$ cat src/rtl/skew_feeder_if.sv
// Handshake/bus bundle for skew_feeder: tile load port, stream control and skewed output lanes.
// master = software/array side, slave = the feeder itself.
interface skew_feeder_if #(
    parameter int BITS = 8,
    parameter int DIM  = 8
);
    localparam int ROWBITS = (DIM > 1) ? $clog2(DIM) : 1;

    logic                      wr_en;
    logic [ROWBITS-1:0]        wr_row;
    logic signed [BITS-1:0]    din [DIM];
    logic                      wr_commit;
    logic                      load_ready;
    logic                      start;
    logic                      en;
    logic                      busy;
    logic signed [BITS-1:0]    dout [DIM];
    logic                      dout_valid;
    logic                      done;

    modport master (
        output wr_en, wr_row, din, wr_commit, start, en,
        input  load_ready, busy, dout, dout_valid, done
    );

    modport slave (
        input  wr_en, wr_row, din, wr_commit, start, en,
        output load_ready, busy, dout, dout_valid, done
    );
endinterface

$ cat src/rtl/skew_feeder.sv
// Double-buffered DIM x DIM operand stager that streams committed tiles into a systolic array with diagonal skew.
// Optional macro SKEW_FEEDER_AUTOSTART_EN: chain straight into the other bank when it is already full.
//
// state  | meaning
// IDLE   | waiting for start with the stream bank full
// STREAM | emitting beats t = 0 .. 2*DIM-2 on each en cycle
module skew_feeder #(
    parameter int BITS      = 8,
    parameter int DIM       = 8,
    parameter int TRANSPOSE = 0
) (
    input  logic            clk,
    input  logic            rst,
    skew_feeder_if.slave    bus
);
    localparam int ROWBITS = (DIM > 1) ? $clog2(DIM) : 1;
    localparam int TBITS   = $clog2(2 * DIM);
    localparam int LAST    = 2 * DIM - 2;

    typedef enum logic {IDLE, STREAM} state_t;

    state_t                  state_q;
    logic signed [BITS-1:0]  mem_q [2][DIM][DIM];
    logic [1:0]              full_q;
    logic                    lp_q;
    logic                    sp_q;
    logic [TBITS-1:0]        t_q;
    logic signed [BITS-1:0]  dout_q [DIM];
    logic                    dout_valid_q;
    logic                    done_q;

    logic                    load_ready;
    logic                    last_beat;
    logic                    chain_next;
    logic signed [BITS-1:0]  beat_d [DIM];

    assign load_ready = ~full_q[lp_q];
    assign last_beat  = (t_q == TBITS'(LAST));

`ifdef SKEW_FEEDER_AUTOSTART_EN
    assign chain_next = full_q[~sp_q];
`else
    assign chain_next = 1'b0;
`endif

    // Element for lane k at beat t: diagonal index t-k selects column (A style) or row (B style).
    always_comb begin : beat_sel
        int diff;
        diff = 0;
        for (int k = 0; k < DIM; k++) begin
            beat_d[k] = '0;
            diff = int'(t_q) - k;
            if (diff >= 0 && diff < DIM) begin
                if (TRANSPOSE != 0) begin
                    beat_d[k] = mem_q[sp_q][ROWBITS'(diff)][ROWBITS'(k)];
                end else begin
                    beat_d[k] = mem_q[sp_q][ROWBITS'(k)][ROWBITS'(diff)];
                end
            end
        end
    end

    always_ff @(posedge clk) begin
        if (rst) begin
            for (int b = 0; b < 2; b++) begin
                for (int r = 0; r < DIM; r++) begin
                    for (int c = 0; c < DIM; c++) begin
                        mem_q[b][r][c] <= '0;
                    end
                end
            end
            full_q       <= '0;
            lp_q         <= 1'b0;
            sp_q         <= 1'b0;
            state_q      <= IDLE;
            t_q          <= '0;
            for (int k = 0; k < DIM; k++) begin
                dout_q[k] <= '0;
            end
            dout_valid_q <= 1'b0;
            done_q       <= 1'b0;
        end else begin
            if (bus.wr_en && load_ready) begin
                for (int c = 0; c < DIM; c++) begin
                    mem_q[lp_q][bus.wr_row][c] <= bus.din[c];
                end
            end

            for (int k = 0; k < DIM; k++) begin
                dout_q[k] <= '0;
            end
            dout_valid_q <= 1'b0;
            done_q       <= 1'b0;

            case (state_q)
                IDLE: begin
                    if (bus.start && full_q[sp_q]) begin
                        state_q <= STREAM;
                        t_q     <= '0;
                    end
                end
                STREAM: begin
                    if (bus.en) begin
                        for (int k = 0; k < DIM; k++) begin
                            dout_q[k] <= beat_d[k];
                        end
                        dout_valid_q <= 1'b1;
                        if (last_beat) begin
                            // Free the streamed bank so a later load sees all-zero rows.
                            for (int r = 0; r < DIM; r++) begin
                                for (int c = 0; c < DIM; c++) begin
                                    mem_q[sp_q][r][c] <= '0;
                                end
                            end
                            done_q         <= 1'b1;
                            full_q[sp_q]   <= 1'b0;
                            sp_q           <= ~sp_q;
                            t_q            <= '0;
                            state_q        <= chain_next ? STREAM : IDLE;
                        end else begin
                            t_q <= t_q + TBITS'(1);
                        end
                    end
                end
                default: state_q <= IDLE;
            endcase

            // The load bank is never the streaming bank while it is EMPTY, so this cannot collide with the free above.
            if (bus.wr_commit && load_ready) begin
                full_q[lp_q] <= 1'b1;
                lp_q         <= ~lp_q;
            end
        end
    end

    always_comb begin
        for (int k = 0; k < DIM; k++) begin
            bus.dout[k] = dout_q[k];
        end
    end

    assign bus.dout_valid = dout_valid_q;
    assign bus.done       = done_q;
    assign bus.busy       = (state_q == STREAM);
    assign bus.load_ready = load_ready;
endmodule

$ cat src/flat_wrapper.sv
// flat-port wrapper written by rule: the top's interface ports become plain ports
module skew_feeder_flat 
#(
    parameter int BITS      = 8,
    parameter int DIM       = 8,
    parameter int TRANSPOSE = 0
)
  (clk, rst, bus_wr_en, bus_wr_row, bus_din, bus_wr_commit, bus_start, bus_en, bus_load_ready, bus_busy, bus_dout, bus_dout_valid, bus_done);
  skew_feeder_if #(.BITS(BITS), .DIM(DIM)) bus_i ();
  input  logic clk;
  input  logic rst;
  input wire logic [$bits(bus_i.wr_en)-1:0] bus_wr_en;
  input wire logic [$bits(bus_i.wr_row)-1:0] bus_wr_row;
  input wire logic [$bits(bus_i.din)-1:0] bus_din;
  input wire logic [$bits(bus_i.wr_commit)-1:0] bus_wr_commit;
  input wire logic [$bits(bus_i.start)-1:0] bus_start;
  input wire logic [$bits(bus_i.en)-1:0] bus_en;
  output wire logic [$bits(bus_i.load_ready)-1:0] bus_load_ready;
  output wire logic [$bits(bus_i.busy)-1:0] bus_busy;
  output wire logic [$bits(bus_i.dout)-1:0] bus_dout;
  output wire logic [$bits(bus_i.dout_valid)-1:0] bus_dout_valid;
  output wire logic [$bits(bus_i.done)-1:0] bus_done;
  assign bus_i.wr_en = bus_wr_en;
  assign bus_i.wr_row = bus_wr_row;
  assign bus_i.din = {>>{bus_din}};
  assign bus_i.wr_commit = bus_wr_commit;
  assign bus_i.start = bus_start;
  assign bus_i.en = bus_en;
  assign bus_load_ready = bus_i.load_ready;
  assign bus_busy = bus_i.busy;
  assign bus_dout = {>>{bus_i.dout}};
  assign bus_dout_valid = bus_i.dout_valid;
  assign bus_done = bus_i.done;
  skew_feeder #(.BITS(BITS), .DIM(DIM), .TRANSPOSE(TRANSPOSE)) u_core (.clk(clk), .rst(rst), .bus(bus_i));
endmodule
$ cat config.mk
export PLATFORM = sky130hd
export DESIGN_NAME = skew_feeder_flat
export DESIGN_NICKNAME = d
export VERILOG_FILES = /design/src/rtl/skew_feeder_if.sv /design/src/rtl/skew_feeder.sv /design/src/flat_wrapper.sv
export SDC_FILE = /design/constraint.sdc
export NUM_CORES = 1
export LEC_CHECK = 0
export CAP_MARGIN = 20
export CORE_ASPECT_RATIO = 1.25
export CORE_UTILIZATION = 29
export CTS_BUF_LIST = sky130_fd_sc_hd__clkbuf_16
export CTS_CLUSTER_SIZE = 12
export DETAILED_ROUTE_END_ITERATION = 16
export DONT_BUFFER_PORTS = 1
export GPL_ROUTABILITY_DRIVEN = 0
export PLACE_DENSITY = 0.43
export SETUP_SLACK_MARGIN = 0.2
export SLEW_MARGIN = 20
export SYNTH_ARGS = -nofsm -noshare
export SYNTH_HDL_FRONTEND = slang
export SYNTH_SLANG_ARGS = --single-unit
$ cat constraint.sdc
create_clock -name clk -period 6.98 [get_ports clk]
set_input_delay 1.047 -clock clk [delete_from_list [all_inputs] [get_ports clk]]
set_output_delay 1.047 -clock clk [all_outputs]
set_load 0.05 [all_outputs]
==> flow_metrics.env, run 1 <==
export IMPL_result_of_the_run="completed"
export IMPL_clock_power_share=0.425
export IMPL_worstSetupStartpointType="register"
export IMPL_sequential_cell_fraction_of_total_power=0.513
export IMPL_p_per_area_nw_per_um2=241
export IMPL_p_leak_nw=9.06
export IMPL_p_sw_frac=0.258
export IMPL_initial_core_util=0.294
export IMPL_route_antenna_remaining_nets=0
export IMPL_fillers=8992
export IMPL_worstSkewPairLatency_ps=630
export IMPL_grt_setup_unrepaired="false"
export IMPL_netlist_area_um2=25200
export IMPL_max_cap_violations=0
export IMPL_cts_repair_timing_setup_buffer_count=0
export IMPL_finalSetupViolCount=0
export IMPL_post_route_period_util=0.523
export IMPL_synthArstFlopShare=0
export IMPL_std_cell_rows=120
export IMPL_syn_area_per_cell_um2=8.76
export IMPL_synth_edff_count=24
export IMPL_vias=21500
export IMPL_die_y_um=332
export IMPL_endpoint_kind="register"
export IMPL_largest_stage_delay_on_the_critical_path_ps=860
export IMPL_dpl_instance_area_um2=25600
export IMPL_timing_setup_tns_ps=0
export IMPL_power_net_switching_mw=1.70
export IMPL_ys_ff_latch=556
export IMPL_cts_hold_buffers_added=0
export IMPL_worst_slew_pin_transition_ps=1410
export IMPL_die_area_um2=88200
export IMPL_wire_per_inst_um=27.2
export IMPL_final_setup_skew_ps=13.9
export IMPL_total_track_usage=0.233
export IMPL_core_area_um2=85900
export IMPL_post_route_drc_count=0
export IMPL_drtPass1Iterations=5
export IMPL_data_required_time_of_the_worst_path_ps=7320
export IMPL_area_taken_by_flip_flops_and_latches_um2=11400
export IMPL_cts_made_buffers=57
export IMPL_antenna_found_initial=0
export IMPL_post_synth_top_area_cell="sky130_fd_sc_hd__dfxtp_1"
export IMPL_report_final_slew_viol_count=0
export IMPL_grt_start_max_net_pins=173
export IMPL_first_global_vias=20200
export IMPL_synth_ff_type="sky130_fd_sc_hd__dfxtp_1"
export IMPL_buffer_ports_inserted=0
export IMPL_synth_top_cell_area_share=0.422
export IMPL_drt_initial_drc_count=1951
export IMPL_syn_instance_count=2878
export IMPL_post_cts_resized=0
export IMPL_chip_width_um=266
export IMPL_cts_sinks=556
export IMPL_arrival_ps=3990
export IMPL_cts_tree="built"
export IMPL_worst_hold_path_type="register to register"
export IMPL_multiInputGateArea_um2=12400
export IMPL_dp_hpwl_um=65100
export IMPL_finish_instance_area_um2=27200
export IMPL_critical_path_cell_chain="inv_2, ha_1, nor2b_2, buf_4, a221oi_1, a22oi_1, a21oi_1"
export IMPL_design_portCount=141
export IMPL_clock_fmax_mhz=274
export IMPL_crit_path_top_delay_cell="sky130_fd_sc_hd__ha_1"
export IMPL_period_needed_ps=3650
export IMPL_report_final_hold_viol_count=0
export IMPL_area_growth_pct=7.99
export IMPL_ys_top_cells_by_area="sky130_fd_sc_hd__dfxtp_1 42%, sky130_fd_sc_hd__a21oi_1 11%, sky130_fd_sc_hd__mux4_2 8.6%"
export IMPL_cp_max_fo=19
export IMPL_htreeDepth=2
export IMPL_final_layout_size_suffix_gt1_frac=0.0989
export IMPL_finalWirelength_um=106000
export IMPL_clock_tree_root_cell="sky130_fd_sc_hd__clkbuf_16"
export IMPL_p_int_mw=4.88
export IMPL_cts_buffer_depth=3
export IMPL_nets=2759
export IMPL_synth_warning_count=0
export IMPL_viasPerCell=5.53
export IMPL_ys_seq_area_frac=0.451
export IMPL_clk_pin_slew_ps=70
export IMPL_timing_setup_critical_path_class="register to register"
export IMPL_comb_power_share=0.062
export IMPL_grt_remaining_overflow=0
export IMPL_grt_pass1_wl_um=151000
export IMPL_yosysUniqueCellTypes=49
export IMPL_slew_limit_headroom=0.0575
export IMPL_vdd_ir_drop_worst_mv=0.169
==> registers in the layout, summed over array words and instances, names as in the netlist, named ones only <==
signal / flops
u_core.dout_q: 32
u_core.bus.dout_valid: 1
u_core.full_q: 2
u_core.sp_q: 1
u_core.t_q: 4
u_core.bus.busy: 1
u_core.mem_q: 512
u_core.bus.done: 1
u_core.lp_q: 1
==> cell type report <==
class	instances	area share
tap	1159	0.0532
antenna	1	0.0000919
clock buffer	57	0.0524
timing repair buffer	41	0.0145
inverter	15	0.00234
sequential	556	0.418
clock inverter	42	0.00620
multi-input combinational	2008	0.454
==> path summary, 6_finish.rpt <==
| path | start | end | slack [ps] | cells after the start |
|---|---|---|---|---|
| worst max-delay path | u_core.t_q[0] | u_core.dout_q[0][11] | 3330 | 7 |
| worst max register to register | u_core.t_q[0] | u_core.dout_q[0][11] | 3330 | 7 |
| worst min register to register | u_core.mem_q[1][315] | u_core.mem_q[1][315] | 450 | 2 |
| worst min-delay path | u_core.mem_q[1][315] | u_core.mem_q[1][315] | 450 | 2 |
==> cells in the mapped netlist, types with 23 or more instances <==
cell type                  instances
sky130_fd_sc_hd__a21oi_1         559
sky130_fd_sc_hd__dfxtp_1         532
sky130_fd_sc_hd__nand2_1         441
sky130_fd_sc_hd__nand3_1         360
sky130_fd_sc_hd__clkbuf_1        130
sky130_fd_sc_hd__buf_2           109
sky130_fd_sc_hd__mux2i_1         105
sky130_fd_sc_hd__mux4_2           96
sky130_fd_sc_hd__o21ai_0          75
sky130_fd_sc_hd__nor2_1           68
sky130_fd_sc_hd__buf_4            58
sky130_fd_sc_hd__o22ai_1          39
sky130_fd_sc_hd__a221oi_1         33
sky130_fd_sc_hd__buf_1            31
sky130_fd_sc_hd__nor3_1           31
sky130_fd_sc_hd__edfxtp_1         24
sky130_fd_sc_hd__clkbuf_2         23
==> layer usage <==
layer | track usage | up-vias | wire, um
met4 | 0.125 | 0 | 6160
met2 | 0.393 | 874 | 51600
met3 | 0.0380 | 177 | 6640
met5 | 0 | - | 0
met1 | 0.284 | 10700 | 41100
li1 | - | 9721 | -
==> critical path, delay by kind of cell (launching register included) <==
family	cells	cell delay, ps
fa+ha+maj	1	860
simple gates	1	680
buf+inv	2	680
flops	1	630
compound gates	3	450
==> stage by stage <==
step / worst slack, ps / total power, mW / hold slack (ps) / cells / utilization
5_1_grt: 3100 / 6.79 / 457 / 3878 / 0.317
3_3_place_gp: 3270 / 3.83 / 434 / 3777 / 0.298
6_report: 3330 / 6.58 / 453 / 3879 / 0.317
4_1_cts: 3090 / 6.63 / 442 / 3877 / 0.317
2_1_floorplan: 4090 / 3.78 / 429 / 2932 / -
3_5_place_dp: 3100 / 3.85 / 444 / 3778 / 0.298
==> cells by family (layout without fill, tap and decap cells) <==
| group | Yosys count | count (layout) | share of synthesized area |
|---|---|---|---|
| AND/OR/NAND/NOR | 970 | 970 | 0.178 |
| buffers and inverters | 368 | 155 | 0.0705 |
| multiplexers | 219 | 219 | 0.136 |
| flip-flops | 556 | 556 | 0.451 |
| other | 2 | 57 | 0.000298 |
| adder cells (fa/ha/maj) | 7 | 7 | 0.00347 |
| AO/OA/AOI/OAI | 751 | 751 | 0.160 |
| XOR/XNOR | 5 | 5 | 0.00174 |
==> cells in the final DEF (no fill, tap or decap), types with 4 or more instances in the layout <==
| master | count |
|---|---|
| sky130_fd_sc_hd__nor3_1 | 30 |
| sky130_fd_sc_hd__clkinv_2 | 6 |
| sky130_fd_sc_hd__a221oi_1 | 33 |
| sky130_fd_sc_hd__o21ai_0 | 75 |
| sky130_fd_sc_hd__ha_1 | 7 |
| sky130_fd_sc_hd__nand2_2 | 4 |
| sky130_fd_sc_hd__buf_4 | 34 |
| sky130_fd_sc_hd__mux2i_1 | 105 |
| sky130_fd_sc_hd__nand3_1 | 359 |
| sky130_fd_sc_hd__clkbuf_16 | 57 |
| sky130_fd_sc_hd__a21oi_1 | 558 |
| sky130_fd_sc_hd__conb_1 | 56 |
| sky130_fd_sc_hd__nand3b_1 | 14 |
| sky130_fd_sc_hd__nor3_4 | 4 |
| sky130_fd_sc_hd__nor2_1 | 68 |
| sky130_fd_sc_hd__a22oi_1 | 17 |
| sky130_fd_sc_hd__inv_1 | 33 |
| sky130_fd_sc_hd__edfxtp_1 | 24 |
| sky130_fd_sc_hd__mux2_2 | 17 |
| sky130_fd_sc_hd__buf_12 | 5 |
| sky130_fd_sc_hd__a211oi_1 | 15 |
| sky130_fd_sc_hd__mux4_2 | 96 |
| sky130_fd_sc_hd__nor3_2 | 5 |
| sky130_fd_sc_hd__nor4_1 | 7 |
| sky130_fd_sc_hd__o21ai_1 | 6 |
| sky130_fd_sc_hd__clkinv_1 | 13 |
| sky130_fd_sc_hd__dfxtp_1 | 530 |
| sky130_fd_sc_hd__o22ai_1 | 39 |
| sky130_fd_sc_hd__nor4_2 | 8 |
| sky130_fd_sc_hd__nand2_1 | 436 |
| sky130_fd_sc_hd__and3_1 | 5 |
| sky130_fd_sc_hd__and2_2 | 5 |
==> power by group through the flow <==
stage	Clock (mW)	Combinational, mW	Sequential (mW)
2_1_floorplan	0	0.359	3.42
3_3_place_gp	0	0.395	3.44
3_5_place_dp	0	0.403	3.44
4_1_cts	2.85	0.404	3.37
5_1_grt	2.97	0.437	3.38
6_report	2.79	0.408	3.37
Note: power is estimated with default switching activity, not from simulation.
==> run 2: changes to the inputs <==
Settings changed: PLACE_DENSITY 0.43 to 0.44.
Clock period 6.98 ns to 3.1 ns, I/O delays scaled along.
==> run 2 against run 1 <==
Net effect: count of clock-buffer cells in the layout is 1 higher; clock power rose by 140%; die area did not move; via count is 6.6% higher; routed wire length is 13% higher; first-iteration DRC count rose by 26%; highest routed layer is now met5.
==> flow_metrics.env, run 2 (synthesis results as in run 1) <==
export IMPL_result_of_the_run="completed"
export IMPL_antenna_found_initial=30
export IMPL_cts_made_buffers=58
export IMPL_cp_max_fo=89
export IMPL_report_final_hold_viol_count=0
export IMPL_worstSkewPairLatency_ps=650
export IMPL_arrival_ps=3080
export IMPL_vdd_ir_drop_worst_mv=0.410
export IMPL_setup_slack_ps=368
export IMPL_cts_tree="built"
export IMPL_report_final_slew_viol_count=0
export IMPL_area_growth_pct=14.5
export IMPL_grt_start_max_net_pins=109
export IMPL_drtPass1Iterations=5
export IMPL_worst_slew_pin_transition_ps=1040
export IMPL_largest_register="u_core.mem_q"
export IMPL_pre_cts_ws_ps=430
export IMPL_layout_common_cells="559 x sky130_fd_sc_hd__a21oi_1, 530 x sky130_fd_sc_hd__dfxtp_1, 436 x sky130_fd_sc_hd__nand2_1"
export IMPL_post_route_drc_count=0
export IMPL_viasPerCell=5.64
export IMPL_vias=22900
export IMPL_cts_sinks=556
export IMPL_p_per_area_nw_per_um2=536
export IMPL_post_route_period_util=0.881
export IMPL_finalWirelength_um=120000
export IMPL_post_cts_resized=0
export IMPL_die_y_um=332
export IMPL_first_global_vias=21200
export IMPL_nets=2896
export IMPL_final_layout_size_suffix_gt1_frac=0.116
export IMPL_cts_buffer_depth=3
export IMPL_clk_pin_slew_ps=70
export IMPL_finalSetupViolCount=0
export IMPL_wire_per_inst_um=29.5
export IMPL_worst_hold_path_type="input port to register"
export IMPL_dp_hpwl_um=69100
export IMPL_grt_setup_unrepaired="false"
export IMPL_core_area_um2=85900
export IMPL_reg_top3="u_core.mem_q (512), u_core.dout_q (32), u_core.t_q (4)"
export IMPL_std_cell_rows=120
export IMPL_timing_setup_tns_ps=0
export IMPL_clock_fmax_mhz=366
export IMPL_grt_pass1_wl_um=167000
export IMPL_htreeDepth=2
export IMPL_worst_reg2reg_path_length_in_cells=6
export IMPL_design_portCount=141
export IMPL_drt_initial_drc_count=2461
export IMPL_endpoint_kind="register"
export IMPL_worstSetupStartpointType="register"
export IMPL_largest_register_ffs=512
export IMPL_hold_worst_path_end="u_core.mem_q[1][427]"
export IMPL_clock_tree_root_cell="sky130_fd_sc_hd__clkbuf_16"
export IMPL_timing_setup_critical_path_class="register to register"
export IMPL_initial_core_util=0.294
export IMPL_final_common_cell="sky130_fd_sc_hd__a21oi_1"
export IMPL_grt_remaining_overflow=0
export IMPL_worstReg2RegEnd="u_core.dout_q[0][24]"
export IMPL_route_antenna_remaining_nets=0
export IMPL_period_needed_ps=2730
export IMPL_reg2reg_slack_ps=370
export IMPL_data_required_time_of_the_worst_path_ps=3450
export IMPL_total_track_usage=0.264
export IMPL_chip_width_um=266
export IMPL_final_setup_skew_ps=25.2
export IMPL_die_area_um2=88200
export IMPL_timing_hold_worst_path_depth=2
export IMPL_buffer_ports_inserted=0
export IMPL_slew_limit_headroom=0.302
export IMPL_worst_reg2reg_path_startpoint="u_core.t_q[0]"
export IMPL_p_leak_nw=9.78
export IMPL_hold_path_startpoint="bus_din[43]"
export IMPL_max_cap_violations=0
==> run 2: worst max path at each step <==
stage,slack (ps),start,depth (start not counted),to
detailed placement,430,u_core.t_q[0],6,u_core.dout_q[0][28]
finish,370,u_core.t_q[0],6,u_core.dout_q[0][24]
floorplan,210,u_core.t_q[1],11,u_core.dout_q[0][30]
CTS,390,u_core.t_q[0],6,u_core.dout_q[0][28]
global placement,450,u_core.t_q[0],6,u_core.dout_q[0][28]
global route,210,u_core.t_q[0],6,u_core.dout_q[0][24]
==> run 2: area by class of cell <==
| type | count | area [um^2] |
|---|---|---|
| Clock buffer | 58 | 1450 |
| Inverter | 15 | 63.8 |
| Multi-Input combinational cell | 2008 | 12300 |
| Fill cell | 8895 | 57000 |
| Sequential cell | 556 | 11400 |
| Tap cell | 1159 | 1450 |
| Timing Repair Buffer | 177 | 1830 |
| Clock inverter | 49 | 265 |
| Antenna cell | 36 | 90.1 |
==> run 2: layer usage <==
layer	GRT usage	routed length, um	vias up
met5	0	82	-
met4	0.189	8550	12
met3	0.0476	8080	293
met2	0.431	57700	1025
met1	0.312	45200	11500
li1	-	-	10100
==> run 2: repair_timing <==
item | 4_1_cts | 5_1_grt
hold buffers | 75 | 0
endpoints found under the hold margin | 395 | 0
endpoints found under the setup margin | 0 | 0
setup buffers | 0 | 0
==> run 2: through the flow <==
step                total power [mW]  hold slack, ps  instances  cell area, um^2  utilization
global placement                8.68             434       3840            26300        0.306
global route                    15.9            19.9       4054            28900        0.336
detailed placement              8.70             444       3840            26300        0.306
finish                          15.5            33.4       4058            28900        0.336
CTS                             15.5            1.08       4022            28800        0.335
floorplan                       8.50             429       2932            25400            -
==> run 2: worst max-delay path: stages (launching register included) <==
cell	delay [ps]
sky130_fd_sc_hd__dfxtp_4	390
sky130_fd_sc_hd__buf_12	570
sky130_fd_sc_hd__ha_1	310
sky130_fd_sc_hd__xor2_1	640
sky130_fd_sc_hd__a221oi_1	150
sky130_fd_sc_hd__o21ai_0	220
sky130_fd_sc_hd__a21oi_1	100
==> run 2: where the power goes <==
group	leakage [nW]	switching, mW	internal [mW]
registers	4.58	0.174	7.42
logic	4.29	0.908	0.373
clock network	0.915	3.07	3.53
